==> src/rtl/uart_result_tx.sv <==
// 8N1 serial transmitter for the SAD match result: a 5-byte MATCH message
// ('M', x, y) or a single 'N' byte, acknowledged with a one-cycle pulse.
module uart_result_tx #(
    parameter int          CLKS_PER_BIT = 434,
    parameter logic [7:0]  HDR_MATCH    = 8'h4D,
    parameter logic [7:0]  HDR_NOMATCH  = 8'h4E
) (
    input  logic       clock,
    input  logic       reset,
    input  logic [1:0] UARTsend,
    input  logic [9:0] x,
    input  logic [8:0] y,
    output logic       UARTsendComplete,
    output logic       busy,
    output logic       tx
);

    localparam int            CW       = $clog2(CLKS_PER_BIT);
    localparam logic [CW-1:0] BIT_LAST = CW'(CLKS_PER_BIT - 1);

    typedef enum logic [2:0] {IDLE, START, DATA, STOP, DONE, WAIT_OFF} state_t;

    state_t        state;
    logic [CW-1:0] bit_cnt;
    logic [2:0]    bit_idx;
    logic [2:0]    byte_idx;
    logic          is_match;
    logic [9:0]    x_q;
    logic [8:0]    y_q;
    logic [7:0]    shreg;

    logic          bit_done;
    logic          req_valid;
    logic          req_off;
    logic [2:0]    next_idx;
    logic [2:0]    last_idx;
    logic [7:0]    next_byte;

    assign bit_done  = (bit_cnt == BIT_LAST);
    assign req_valid = (UARTsend == 2'd1) || (UARTsend == 2'd2);
    assign req_off   = !req_valid;
    assign next_idx  = byte_idx + 3'd1;
    assign last_idx  = is_match ? 3'd4 : 3'd0;

    // Bytes 1..4 of a MATCH message come from the coordinates latched at acceptance.
    always_comb begin
        next_byte = HDR_MATCH;
        case (next_idx)
            3'd1:    next_byte = {6'b0, x_q[9:8]};
            3'd2:    next_byte = x_q[7:0];
            3'd3:    next_byte = {7'b0, y_q[8]};
            3'd4:    next_byte = y_q[7:0];
            default: next_byte = HDR_MATCH;
        endcase
    end

    always_ff @(posedge clock) begin
        if (reset) begin
            state            <= IDLE;
            bit_cnt          <= '0;
            bit_idx          <= '0;
            byte_idx         <= '0;
            is_match         <= 1'b0;
            x_q              <= '0;
            y_q              <= '0;
            shreg            <= '0;
            tx               <= 1'b1;
            busy             <= 1'b0;
            UARTsendComplete <= 1'b0;
        end else begin
            if (state == START || state == DATA || state == STOP)
                bit_cnt <= bit_done ? '0 : bit_cnt + CW'(1);

            case (state)
                IDLE: begin
                    if (req_valid) begin
                        is_match <= (UARTsend == 2'd1);
                        x_q      <= x;
                        y_q      <= y;
                        shreg    <= (UARTsend == 2'd1) ? HDR_MATCH : HDR_NOMATCH;
                        byte_idx <= '0;
                        bit_cnt  <= '0;
                        tx       <= 1'b0;
                        busy     <= 1'b1;
                        state    <= START;
                    end
                end
                START: begin
                    if (bit_done) begin
                        tx      <= shreg[0];
                        shreg   <= {1'b0, shreg[7:1]};
                        bit_idx <= '0;
                        state   <= DATA;
                    end
                end
                DATA: begin
                    if (bit_done) begin
                        if (bit_idx == 3'd7) begin
                            tx    <= 1'b1;
                            state <= STOP;
                        end else begin
                            tx      <= shreg[0];
                            shreg   <= {1'b0, shreg[7:1]};
                            bit_idx <= bit_idx + 3'd1;
                        end
                    end
                end
                STOP: begin
                    if (bit_done) begin
                        if (byte_idx == last_idx) begin
                            UARTsendComplete <= 1'b1;
                            state            <= DONE;
                        end else begin
                            byte_idx <= next_idx;
                            shreg    <= next_byte;
                            tx       <= 1'b0;
                            state    <= START;
                        end
                    end
                end
                DONE: begin
                    UARTsendComplete <= 1'b0;
                    busy             <= 1'b0;
                    state            <= WAIT_OFF;
                end
                WAIT_OFF: begin
                    // A level-held request must drop before another message is taken.
                    if (req_off)
                        state <= IDLE;
                end
                default: state <= IDLE;
            endcase
        end
    end

endmodule

==> config.mk <==
export PLATFORM = sky130hd
export DESIGN_NAME = uart_result_tx
export DESIGN_NICKNAME = d
export VERILOG_FILES = /design/src/rtl/uart_result_tx.sv
export SDC_FILE = /design/constraint.sdc
export NUM_CORES = 1
export LEC_CHECK = 0
export BUFFER_PORTS_ARGS = -buffer_cell sky130_fd_sc_hd__buf_2
export CORE_MARGIN = 5
export CORE_UTILIZATION = 61
export CTS_BUF_LIST = sky130_fd_sc_hd__clkbuf_4
export DETAILED_ROUTE_END_ITERATION = 7
export MAX_ROUTING_LAYER = met4
export PLACE_DENSITY = 0.88
export SYNTH_ARGS = -nofsm -noshare
export SYNTH_HDL_FRONTEND = slang
export SYNTH_SLANG_ARGS = --single-unit
export TNS_END_PERCENT = 5
==> constraint.sdc <==
create_clock -name clock -period 2.6 [get_ports clock]
set_clock_uncertainty 0.2 [all_clocks]
set_input_delay 0.52 -clock clock [delete_from_list [all_inputs] [get_ports clock]]
set_output_delay 0.52 -clock clock [all_outputs]
set_load 0.1 [all_outputs]
==> results of run 1 <==
per-stage QoR:
stage                     hold WS, ps  utilization  power, µW
after floorplan                   236            -       1080
after global placement            243        0.673       1150
after detailed placement          249        0.673       1160
after CTS                         172        0.688       1520
after global routing              148        0.688       1590
final                             176        0.688       1520
synthesized netlist by cell type, types with 2 or more instances:
master,instances
a211oi_1,5
a21oi_1,40
a311oi_1,2
a31oi_1,7
and3_1,2
and3_2,2
buf_1,3
buf_2,7
clkbuf_1,12
dfxtp_1,49
ha_1,11
inv_1,8
mux2i_1,2
nand2_1,60
nand2b_1,3
nand3_1,21
nand4_1,8
nor2_1,22
nor3_1,4
o21ai_0,5
o21ai_1,4
or2_0,2
or2_2,3
xnor2_1,4
xor2_1,10
routing by layer:
metal,share of wire,track usage,vias up
li1,-,-,1149
met1,0.46,0.310,1107
met2,0.47,0.361,60
met3,0.053,0.0622,10
met4,0.014,0.0652,0
met5,0,-,-
registers in the layout, indices dropped and copies added (netlist names):
name,cells
UARTsendComplete,1
bit_cnt,9
state,3
shreg,8
bit_idx,3
y_q,9
is_match,1
busy,1
tx,1
x_q,10
byte_idx,3
cells by family after synthesis:
family,share of synthesized area
AND/OR/NAND/NOR,0.268
AO/OA/AOI/OAI,0.184
flip-flops,0.386
buffers and inverters,0.0477
XOR/XNOR,0.0482
adder cells (fa/ha/maj),0.0541
multiplexers,0.0123
worst max-delay path by stage:
stage	from	end	slack, ps	cells after the start
after global routing	byte_idx[0]	shreg[5]	170	6
after CTS	bit_cnt[1]	tx	410	7
final	byte_idx[0]	shreg[5]	390	6
after global placement	UARTsend[0]	byte_idx[1]	360	7
after floorplan	UARTsend[1]	bit_cnt[1]	370	7
after detailed placement	UARTsend[0]	byte_idx[1]	350	7
power breakdown:
group          leakage, µW  switching, µW  total [µW]  internal, µW
Clock            0.0000324            233         361           128
Sequential        0.000400           38.1         844           806
Combinational     0.000638            201         311           110
Total              0.00107            472        1520          1040
final cells by class:
cell class,instances,area [µm²]
fillers,336,1260
multi-input cells,242,1450
clock inverters,1,7.51
well taps,50,62.6
flip-flops and latches,49,981
repair buffers,34,193
inverters,8,30.0
clock buffers,7,52.6
worst min-delay path, delay by kind of cell:
family                 cells  cell delay, ps
buffers and inverters      1              90
AO/OA/AOI/OAI              1              50
AND/OR/NAND/NOR            1              40
==> impl_table.tex, run 1 <==
\begin{tabular}{lr}
\hline
Metric & Value \\
\hline
\multicolumn{2}{l}{\textbf{Run status}} \\
Result of the run & complete, no violations \\
\multicolumn{2}{l}{\textbf{Logic synthesis}} \\
Count of flip-flops with a built-in enable after synthesis & 0 \\
Warning count from the yosys run & 0 \\
Post-Synthesis Cells & 321 \\
Unique cell type count in the Yosys netlist & 50 \\
Total of flip-flops plus latches after synthesis & 49 \\
Biggest area contributors in the synthesized netlist & dfxtp\_1 39\%, nand2\_1 8.9\%, a21oi\_1 7.9\% \\
Cell taking the most area after synthesis & dfxtp\_1 \\
Area fraction of the dominant cell type after synthesis & 0.386 \\
Synth Flop Type & dfxtp\_1 \\
Post-synth net total & 355 \\
Async set-or-reset flop fraction in the synthesized netlist & 0 \\
Syn Std Cell Area & 2540 µm² \\
Sequential share of the synthesized area & 0.386 \\
Syn\_area\_per\_cell & 7.92 µm² \\
\multicolumn{2}{l}{\textbf{Place}} \\
Final weighted congestion in routability-driven placement & 0.945 \\
Setup slack at placement & 346 ps \\
Port bufs & 25 \\
Placed cells & 383 \\
Placed cell area & 2710 µm² \\
Post-DP HPWL & 4.09 mm \\
\multicolumn{2}{l}{\textbf{CTS}} \\
Bufs on Longest Clock Path & 2 \\
Resized cells post-CTS & 0 \\
Register clock-pin slew on the reported worst setup and hold paths & 130 ps \\
Postcts setup bufs & 0 \\
CTS buffer count & 5 \\
H-tree lvl count & 2 \\
TritonCTS clock tree & done \\
Clk root buf & clkbuf\_4 \\
Hold-fix buffers, CTS & 0 \\
CTS sink cnt & 49 \\
Clock latency reported for the late side of the worst-skew pair & 360 ps \\
\multicolumn{2}{l}{\textbf{Cells and area}} \\
Antenna cell count & 0 \\
Leading cell types in the layout, fill and taps excluded & 60 x nand2\_1, 49 x dfxtp\_1, 40 x a21oi\_1 \\
Total non-filler cell area in the finished layout & 2770 µm² \\
Number of nets in the final layout & 374 \\
Synth-to-Final Area Change & 9.01\% \\
Number of standard cells in the layout, taps in and fillers out & 391 \\
Most common library cell in the layout ignoring fill and taps & nand2\_1 \\
Fraction of final layout cells with drive strength greater than 1 & 0.173 \\
\multicolumn{2}{l}{\textbf{Power}} \\
Power per cell area & 547 nW/µm² \\
Leakage power summed over all cells & 0.00107 µW \\
Worst IR drop on VDD & 0.000416 V \\
\multicolumn{2}{l}{\textbf{Drt}} \\
Vias per cell & 5.95 \\
Vias & 2326 \\
Initial DRC Count & 228 \\
Routed length per instance & 14.5 µm \\
\# DRC & 0 \\
Wirelength, routed & 5.68 mm \\
Detail Route Antenna Nets & 0 \\
Pre-antenna DRT Iters & 4 \\
\multicolumn{2}{l}{\textbf{Worst setup path}} \\
Reg-to-reg startpoint & byte\_idx[0] \\
Dominant cell type by count on the critical path & a21oi\_1 \\
Number of buffer and inverter stages on the critical path & 0 \\
Critical path's top delay family & compound AO/OA/AOI/OAI gates \\
Max stage delay on crit path & 450 ps \\
Required @ worst endpoint & 2680 ps \\
Worst Setup Path Type & flip-flop to flip-flop \\
Critical Path Source Type & flip-flop \\
Reg2reg end & shreg[5] \\
Chain of cells forming the critical path & ha\_1, xnor2\_1, nand3\_1, a21oi\_1, a21oi\_1, a211oi\_1 \\
Critical Path Slowest Stage Cell & xnor2\_1 \\
Worst reg-to-reg path cell count & 6 \\
Worst Path Arrival & 2290 ps \\
Worst-case register-to-register setup slack & 390 ps \\
Max FO, Critical Path & 10 \\
Endpoint class of the critical path & flip-flop \\
\multicolumn{2}{l}{\textbf{Die}} \\
Area of the die & 5560 µm² \\
Area inside the core boundary & 4030 µm² \\
Starting density of the core & 0.631 \\
Die height & 74.6 µm \\
Number of primary I/O pins & 26 \\
Die extent in x & 74.6 µm \\
Row Count & 23 \\
\multicolumn{2}{l}{\textbf{Timing}} \\
Setup Viol. Count Final & 0 \\
Max Slew Vio Count & 0 \\
Setup ws final & 386 ps \\
Relative max-transition margin & 0.478 \\
Highest achievable clock rate & 0.452 GHz \\
Setup TNS & 0 ps \\
Actual slew at the worst max-slew pin & 784 ps \\
Share of the clock period used by the worst path & 0.852 \\
Shortest period the worst path allows & 2210 ps \\
Unrepaired setup endpoints after global routing & no \\
Final hold vios & 0 \\
\multicolumn{2}{l}{\textbf{Global routing}} \\
Number of antenna violations at the first check in global routing & 0 \\
Grt ovf & 0 \\
Overall routing resource usage & 0.237 \\
Via count of the first global-routing pass & 2172 \\
First-pass GRT wire length & 10.0 mm \\
Maximum number of pins on one net before global-route repair & 43 \\
\multicolumn{2}{l}{\textbf{Worst hold path}} \\
Hold Crit Depth & 3 \\
Hold Path End & y\_q[8] \\
Hold crit path type & primary input to flip-flop \\
Hold Path Origin & y[8] \\
\multicolumn{2}{l}{\textbf{Job}} \\
Reported max-cap violation count & 0 \\
\hline
\end{tabular}
Power figures use the tool's default switching activity.
==> run 2, diff against run 1 <==
--- a/config.mk
+++ b/config.mk
@@ -7,11 +7,10 @@
 export LEC_CHECK = 0
 export BUFFER_PORTS_ARGS = -buffer_cell sky130_fd_sc_hd__buf_2
 export CORE_MARGIN = 5
-export CORE_UTILIZATION = 61
-export CTS_BUF_LIST = sky130_fd_sc_hd__clkbuf_4
+export CORE_UTILIZATION = 63
 export DETAILED_ROUTE_END_ITERATION = 7
 export MAX_ROUTING_LAYER = met4
-export PLACE_DENSITY = 0.88
+export PLACE_DENSITY = 0.9
 export SYNTH_ARGS = -nofsm -noshare
 export SYNTH_HDL_FRONTEND = slang
 export SYNTH_SLANG_ARGS = --single-unit
==> constraint.sdc (replaced) <==
create_clock -name clock -period 2.7 [get_ports clock]
set_clock_uncertainty 0.2 [all_clocks]
set_input_delay 0.54 -clock clock [delete_from_list [all_inputs] [get_ports clock]]
set_output_delay 0.54 -clock clock [all_outputs]
set_load 0.1 [all_outputs]
==> run 2 against run 1 <==
  * Sequential share of layout area is essentially flat
  * Via count is 2.5% lower
  * Cell count decreased by 1.0%
  * Sequential cell count stayed put
  * Die area fell by 2.8%
  * Sequential power down 3.9%
  * Power fell by 1.3%
  * Routed wire length is 6.7% lower
  * Combinational power shrank 7.4%
  * Critical path type unchanged
  * Largest cell class unchanged
  * Highest routed layer unchanged
==> impl_table.tex, run 2 (synthesized netlist as in run 1, its figures left out) <==
\begin{tabular}{lr}
\hline
Metric & Value \\
\hline
\multicolumn{2}{l}{\textbf{Run status}} \\
Result of the run & complete, no violations \\
\multicolumn{2}{l}{\textbf{CTS}} \\
Postcts setup bufs & 0 \\
Bufs on Longest Clock Path & 2 \\
Clk root buf & clkbuf\_8 \\
Clock latency reported for the late side of the worst-skew pair & 300 ps \\
Hold-fix buffers, CTS & 0 \\
CTS buffer count & 5 \\
Register clock-pin slew on the reported worst setup and hold paths & 80 ps \\
Resized cells post-CTS & 0 \\
CTS sink cnt & 49 \\
H-tree lvl count & 2 \\
TritonCTS clock tree & done \\
\multicolumn{2}{l}{\textbf{Worst setup path}} \\
Required @ worst endpoint & 2700 ps \\
Worst Setup Path Type & flip-flop to flip-flop \\
Max stage delay on crit path & 610 ps \\
Chain of cells forming the critical path & and3b\_1, and3\_1, o21a\_1, nor3\_1, a211o\_1 \\
Endpoint class of the critical path & flip-flop \\
Max FO, Critical Path & 12 \\
Worst Path Arrival & 2250 ps \\
Critical Path Source Type & flip-flop \\
Critical Path Slowest Stage Cell & dfxtp\_1 \\
\multicolumn{2}{l}{\textbf{Cells and area}} \\
Most common library cell in the layout ignoring fill and taps & nand2\_1 \\
Largest regs & x\_q x10, bit\_cnt x9, y\_q x9 \\
Antenna cell count & 0 \\
Flip-flop count of the largest register after layout & 10 \\
Synth-to-Final Area Change & 8.96\% \\
Leading cell types in the layout, fill and taps excluded & 60 x nand2\_1, 49 x dfxtp\_1, 40 x a21oi\_1 \\
Register ranked first by flip-flop count & x\_q \\
Number of nets in the final layout & 372 \\
Total non-filler cell area in the finished layout & 2770 µm² \\
Fillers & 302 \\
Fraction of final layout cells with drive strength greater than 1 & 0.163 \\
\multicolumn{2}{l}{\textbf{Place}} \\
Placed cell area & 2700 µm² \\
Final weighted congestion in routability-driven placement & 0.920 \\
Post-DP HPWL & 3.75 mm \\
Port bufs & 25 \\
Setup slack at placement & 390 ps \\
\multicolumn{2}{l}{\textbf{Timing}} \\
Relative max-transition margin & 0.509 \\
Shortest period the worst path allows & 2250 ps \\
Setup Viol. Count Final & 0 \\
Setup ws final & 449 ps \\
Share of the clock period used by the worst path & 0.834 \\
Final hold vios & 0 \\
Actual slew at the worst max-slew pin & 736 ps \\
Setup TNS & 0 ps \\
Highest achievable clock rate & 0.444 GHz \\
Unrepaired setup endpoints after global routing & no \\
Max Slew Vio Count & 0 \\
\multicolumn{2}{l}{\textbf{Worst hold path}} \\
Hold crit path type & flip-flop to flip-flop \\
\multicolumn{2}{l}{\textbf{Global routing}} \\
Via count of the first global-routing pass & 2063 \\
Maximum number of pins on one net before global-route repair & 43 \\
Number of antenna violations at the first check in global routing & 0 \\
First-pass GRT wire length & 9.22 mm \\
Grt ovf & 0 \\
Overall routing resource usage & 0.220 \\
\multicolumn{2}{l}{\textbf{Die}} \\
Area of the die & 5410 µm² \\
Row Count & 23 \\
Area inside the core boundary & 3940 µm² \\
Die extent in x & 73.5 µm \\
Starting density of the core & 0.645 \\
Die height & 73.5 µm \\
Number of primary I/O pins & 26 \\
\multicolumn{2}{l}{\textbf{Power}} \\
Leakage power summed over all cells & 0.00107 µW \\
Worst IR drop on VDD & 0.000334 V \\
Power per cell area & 540 nW/µm² \\
\multicolumn{2}{l}{\textbf{Drt}} \\
Pre-antenna DRT Iters & 4 \\
Routed length per instance & 13.7 µm \\
Detail Route Antenna Nets & 0 \\
Vias & 2269 \\
Wirelength, routed & 5.30 mm \\
\# DRC & 0 \\
Vias per cell & 5.86 \\
Initial DRC Count & 247 \\
\multicolumn{2}{l}{\textbf{Job}} \\
Reported max-cap violation count & 0 \\
\hline
\end{tabular}
==> run 2: cell count changes in the layout (fill, tap and decap cells not counted) <==
cell,delta
clkbuf_4,-7
clkinv_2,+1
clkbuf_8,+5
buf_4,-2
clkinvlp_4,-1
==> run 2: routing by layer <==
metal  vias to the layer above  GRT usage  wire [µm]
met5                         -          -          0
met4                         0     0.0664         61
met3                         7     0.0438        294
met2                        65      0.340       2400
met1                      1055      0.292       2540
li1                       1142          -          -
==> run 2: path summary, 6_finish.rpt <==
check | start | end | slack (ps) | depth (start not counted)
worst max-delay path | state[1] | tx | 450 | 5
worst min-delay path | x_q[0] | x_q[0] | 260 | 2
worst max register to register | state[1] | tx | 450 | 5
worst min register to register | x_q[0] | x_q[0] | 260 | 2
==> run 2: report_power, final <==
part           internal, µW  leakage (µW)  switching, µW
Clock                   171     0.0000399            227
Combinational           104      0.000627            184
Sequential              775      0.000400           35.7
Total                  1050       0.00107            447
==> run 2: area by class of cell <==
class | instances | area [µm²] | area share
well taps | 50 | 62.6 | 0.0226
repair buffers | 32 | 178 | 0.0641
clock buffers | 5 | 68.8 | 0.0248
multi-input cells | 242 | 1450 | 0.522
clock inverters | 1 | 5.00 | 0.00181
inverters | 8 | 30.0 | 0.0108
flip-flops and latches | 49 | 981 | 0.354
==> run 2: per-stage QoR <==
stage          total power (µW)  instances  utilization  hold WS, ps
5_1_grt                    1570        387        0.703          259
3_5_place_dp               1110        381        0.684          250
3_3_place_gp               1100        381        0.684          242
2_1_floorplan              1040        321            -          236
4_1_cts                    1510        387        0.703          260
6_report                   1500        387        0.703          260
==> run 2: critical path: cells and delay by family (launching register included) <==
| family | cells | cell delay [ps] |
|---|---|---|
| AO/OA/AOI/OAI | 2 | 590 |
| flip-flops | 1 | 610 |
| AND/OR/NAND/NOR | 3 | 750 |
==> run 3, diff against run 2 <==
--- a/config.mk
+++ b/config.mk
@@ -5,12 +5,13 @@
 export SDC_FILE = /design/constraint.sdc
 export NUM_CORES = 1
 export LEC_CHECK = 0
+export ABC_AREA = 1
 export BUFFER_PORTS_ARGS = -buffer_cell sky130_fd_sc_hd__buf_2
 export CORE_MARGIN = 5
-export CORE_UTILIZATION = 63
+export CORE_UTILIZATION = 53
 export DETAILED_ROUTE_END_ITERATION = 7
 export MAX_ROUTING_LAYER = met4
-export PLACE_DENSITY = 0.9
+export PLACE_DENSITY = 0.82
 export SYNTH_ARGS = -nofsm -noshare
 export SYNTH_HDL_FRONTEND = slang
 export SYNTH_SLANG_ARGS = --single-unit
==> constraint.sdc (replaced) <==
create_clock -name clock -period 1.8 [get_ports clock]
set_clock_uncertainty 0.2 [all_clocks]
set_input_delay 0.36 -clock clock [delete_from_list [all_inputs] [get_ports clock]]
set_output_delay 0.36 -clock clock [all_outputs]
set_load 0.1 [all_outputs]
==> run 3 against run 2 <==
  * Register-to-register slack lost 390 ps
  * Combinational power grew to 7.6 times the previous value
  * Sequential share of layout area shrank 2.4 points
  * Global-route usage shrank 3.1 points
  * First-iteration DRC count shrank 58%
  * Fmax grew 29%
  * Power grew to 2.9 times the previous value
  * Via count grew 3.2%
  * Die area grew 16%
  * Routed wire length grew 5.9%
  * Count of clock-buffer cells in the layout grew 1
  * Synthesized cell count grew 12%
  * Largest cell class unchanged
==> impl_table.tex, run 3 <==
\begin{tabular}{lr}
\hline
Metric & Value \\
\hline
\multicolumn{2}{l}{\textbf{CTS}} \\
TritonCTS clock tree & done \\
CTS sink cnt & 49 \\
H-tree lvl count & 2 \\
Register clock-pin slew on the reported worst setup and hold paths & 90 ps \\
Hold-fix buffers, CTS & 0 \\
Clock latency reported for the late side of the worst-skew pair & 310 ps \\
Bufs on Longest Clock Path & 2 \\
Postcts setup bufs & 0 \\
CTS buffer count & 5 \\
Clk root buf & clkbuf\_8 \\
\multicolumn{2}{l}{\textbf{Place}} \\
Post-DP HPWL & 4.03 mm \\
Final weighted congestion in routability-driven placement & 0.865 \\
Setup slack at placement & 11.8 ps \\
Port bufs & 25 \\
Placed cell area & 2780 µm² \\
\multicolumn{2}{l}{\textbf{Logic synthesis}} \\
Most common cell in the synthesized netlist & nand2\_1 \\
Warning count from the yosys run & 0 \\
Syn\_area\_per\_cell & 7.06 µm² \\
Cell taking the most area after synthesis & dfxtp\_1 \\
Post-Synthesis Cells & 361 \\
Biggest area contributors in the synthesized netlist & dfxtp\_1 38\%, nand2\_1 17\%, nand3\_1 5.7\% \\
Most frequent cells after synthesis & 117 x nand2\_1, 49 x dfxtp\_1, 29 x nand3\_1, 28 x a21oi\_1, 28 x nor2\_1 \\
Post-synth net total & 395 \\
Syn Std Cell Area & 2550 µm² \\
Count of flip-flops with a built-in enable after synthesis & 0 \\
Unique cell type count in the Yosys netlist & 34 \\
Sequential share of the synthesized area & 0.385 \\
Area fraction of the dominant cell type after synthesis & 0.385 \\
Synth Flop Type & dfxtp\_1 \\
Total of flip-flops plus latches after synthesis & 49 \\
Async set-or-reset flop fraction in the synthesized netlist & 0 \\
\multicolumn{2}{l}{\textbf{Drt}} \\
Pre-antenna DRT Iters & 4 \\
Detail Route Antenna Nets & 0 \\
Wirelength, routed & 5.61 mm \\
\# DRC & 0 \\
Initial DRC Count & 104 \\
Routed length per instance & 12.4 µm \\
Vias & 2341 \\
Vias per cell & 5.17 \\
\multicolumn{2}{l}{\textbf{Die}} \\
Row Count & 25 \\
Starting density of the core & 0.543 \\
Die height & 79.3 µm \\
Number of primary I/O pins & 26 \\
Die extent in x & 79.3 µm \\
Area inside the core boundary & 4690 µm² \\
Area of the die & 6300 µm² \\
\multicolumn{2}{l}{\textbf{Timing}} \\
Setup Viol. Count Final & 0 \\
Actual slew at the worst max-slew pin & 493 ps \\
Highest achievable clock rate & 0.575 GHz \\
Setup ws final & 60.3 ps \\
Relative max-transition margin & 0.673 \\
Shortest period the worst path allows & 1740 ps \\
Hold Slack & 60.2 ps \\
Final hold vios & 0 \\
Max Slew Vio Count & 0 \\
Unrepaired setup endpoints after global routing & yes \\
Share of the clock period used by the worst path & 0.967 \\
Setup TNS & 0 ps \\
\multicolumn{2}{l}{\textbf{Worst setup path}} \\
Critical Path Source Type & flip-flop \\
Worst Path Arrival & 1790 ps \\
Worst Setup Path Type & flip-flop to flip-flop \\
Required @ worst endpoint & 1850 ps \\
Max FO, Critical Path & 7 \\
Endpoint class of the critical path & flip-flop \\
\multicolumn{2}{l}{\textbf{Cells and area}} \\
Fraction of final layout cells with drive strength greater than 1 & 0.278 \\
Flip-flop count of the largest register after layout & 10 \\
Core utilization of the finished layout & 0.639 \\
Leading cell types in the layout, fill and taps excluded & 110 x nand2\_1, 43 x dfxtp\_1, 29 x nand3\_1 \\
Total non-filler cell area in the finished layout & 3000 µm² \\
Synth-to-Final Area Change & 17.7\% \\
Antenna cell count & 0 \\
Register ranked first by flip-flop count & x\_q \\
Largest regs & x\_q x10, bit\_cnt x9, y\_q x9 \\
Most common library cell in the layout ignoring fill and taps & nand2\_1 \\
Fillers & 417 \\
Number of nets in the final layout & 432 \\
\multicolumn{2}{l}{\textbf{Global routing}} \\
Overall routing resource usage & 0.189 \\
Maximum number of pins on one net before global-route repair & 25 \\
Via count of the first global-routing pass & 2187 \\
Grt ovf & 0 \\
First-pass GRT wire length & 9.23 mm \\
Number of antenna violations at the first check in global routing & 0 \\
\multicolumn{2}{l}{\textbf{Worst hold path}} \\
Hold crit path type & primary input to flip-flop \\
\multicolumn{2}{l}{\textbf{Run status}} \\
Result of the run & complete, no violations \\
\multicolumn{2}{l}{\textbf{Power}} \\
Power per cell area & 1450 nW/µm² \\
Leakage power summed over all cells & 0.00137 µW \\
Worst IR drop on VDD & 0.000820 V \\
\multicolumn{2}{l}{\textbf{Job}} \\
Reported max-cap violation count & 0 \\
\hline
\end{tabular}
run 3: routing by layer:
metal	part of all wire	up-vias	track usage	wire length [µm]
met2	0.48	46	0.310	2720
met5	0	-	-	0
met4	0.030	0	0.0911	167
met3	0.034	18	0.0397	189
li1	-	1227	-	-
met1	0.45	1050	0.222	2530
run 3: final cells by class:
class	count	area, µm²	area share
clock inverters	2	15.0	0.00501
inverters	36	138	0.0459
flip-flops and latches	49	991	0.330
multi-input cells	268	1490	0.498
clock buffers	6	72.6	0.0242
well taps	54	67.6	0.0225
repair buffers	38	223	0.0743
run 3: where the power goes:
group	internal, µW	switching (µW)	total, µW
Sequential	1330	157	1490
Clock	274	382	656
Combinational	746	1450	2200
run 3: cell families (layout without fill, tap and decap cells):
group                      after synthesis  after routing  synth area share
adders and majority gates               11             11            0.0540
AOI/OAI and AO/OA                       50             50             0.106
and+or+nand+nor                        205            206             0.376
buffers and inverters                   45             82            0.0756
DFF                                     49             49             0.385
xor gates and xnor gates                 1              1           0.00344
run 3: critical path, cell delays in order, from the launching register on:
cell     delay (ps)
dfxtp_2         370
inv_2            60
nor2_1          170
nand2_1         130
nand2_4         120
nand2_4          70
nand2_2         160
inv_2            70
nand2_4         110
nand2_1          80
a21oi_2         130
run 3: what timing repair did:
| action | 4_1_cts | 5_1_grt |
|---|---|---|
| setup endpoints to repair | 2 | 20 |
| resized for setup | 1 | 39 |
| pin swaps | 0 | 10 |
| endpoints found under the hold margin | 0 | 0 |
| cloned | 0 | 1 |
run 3: path summary, 6_finish.rpt:
| check | from | end | slack (ps) | cells past startpoint |
|---|---|---|---|---|
| setup / recovery | state[0] | shreg[1] | 60 | 10 |
| hold / removal | y[1] | y_q[1] | 60 | 3 |
| setup reg to reg | state[0] | shreg[1] | 60 | 10 |
| hold reg to reg | UARTsendComplete | UARTsendComplete | 250 | 2 |
run 3: metrics by stage:
step	total power, µW	instances
2_1_floorplan	3020	361
3_3_place_gp	3400	444
3_5_place_dp	3450	444
4_1_cts	4100	452
5_1_grt	4650	453
6_report	4340	453
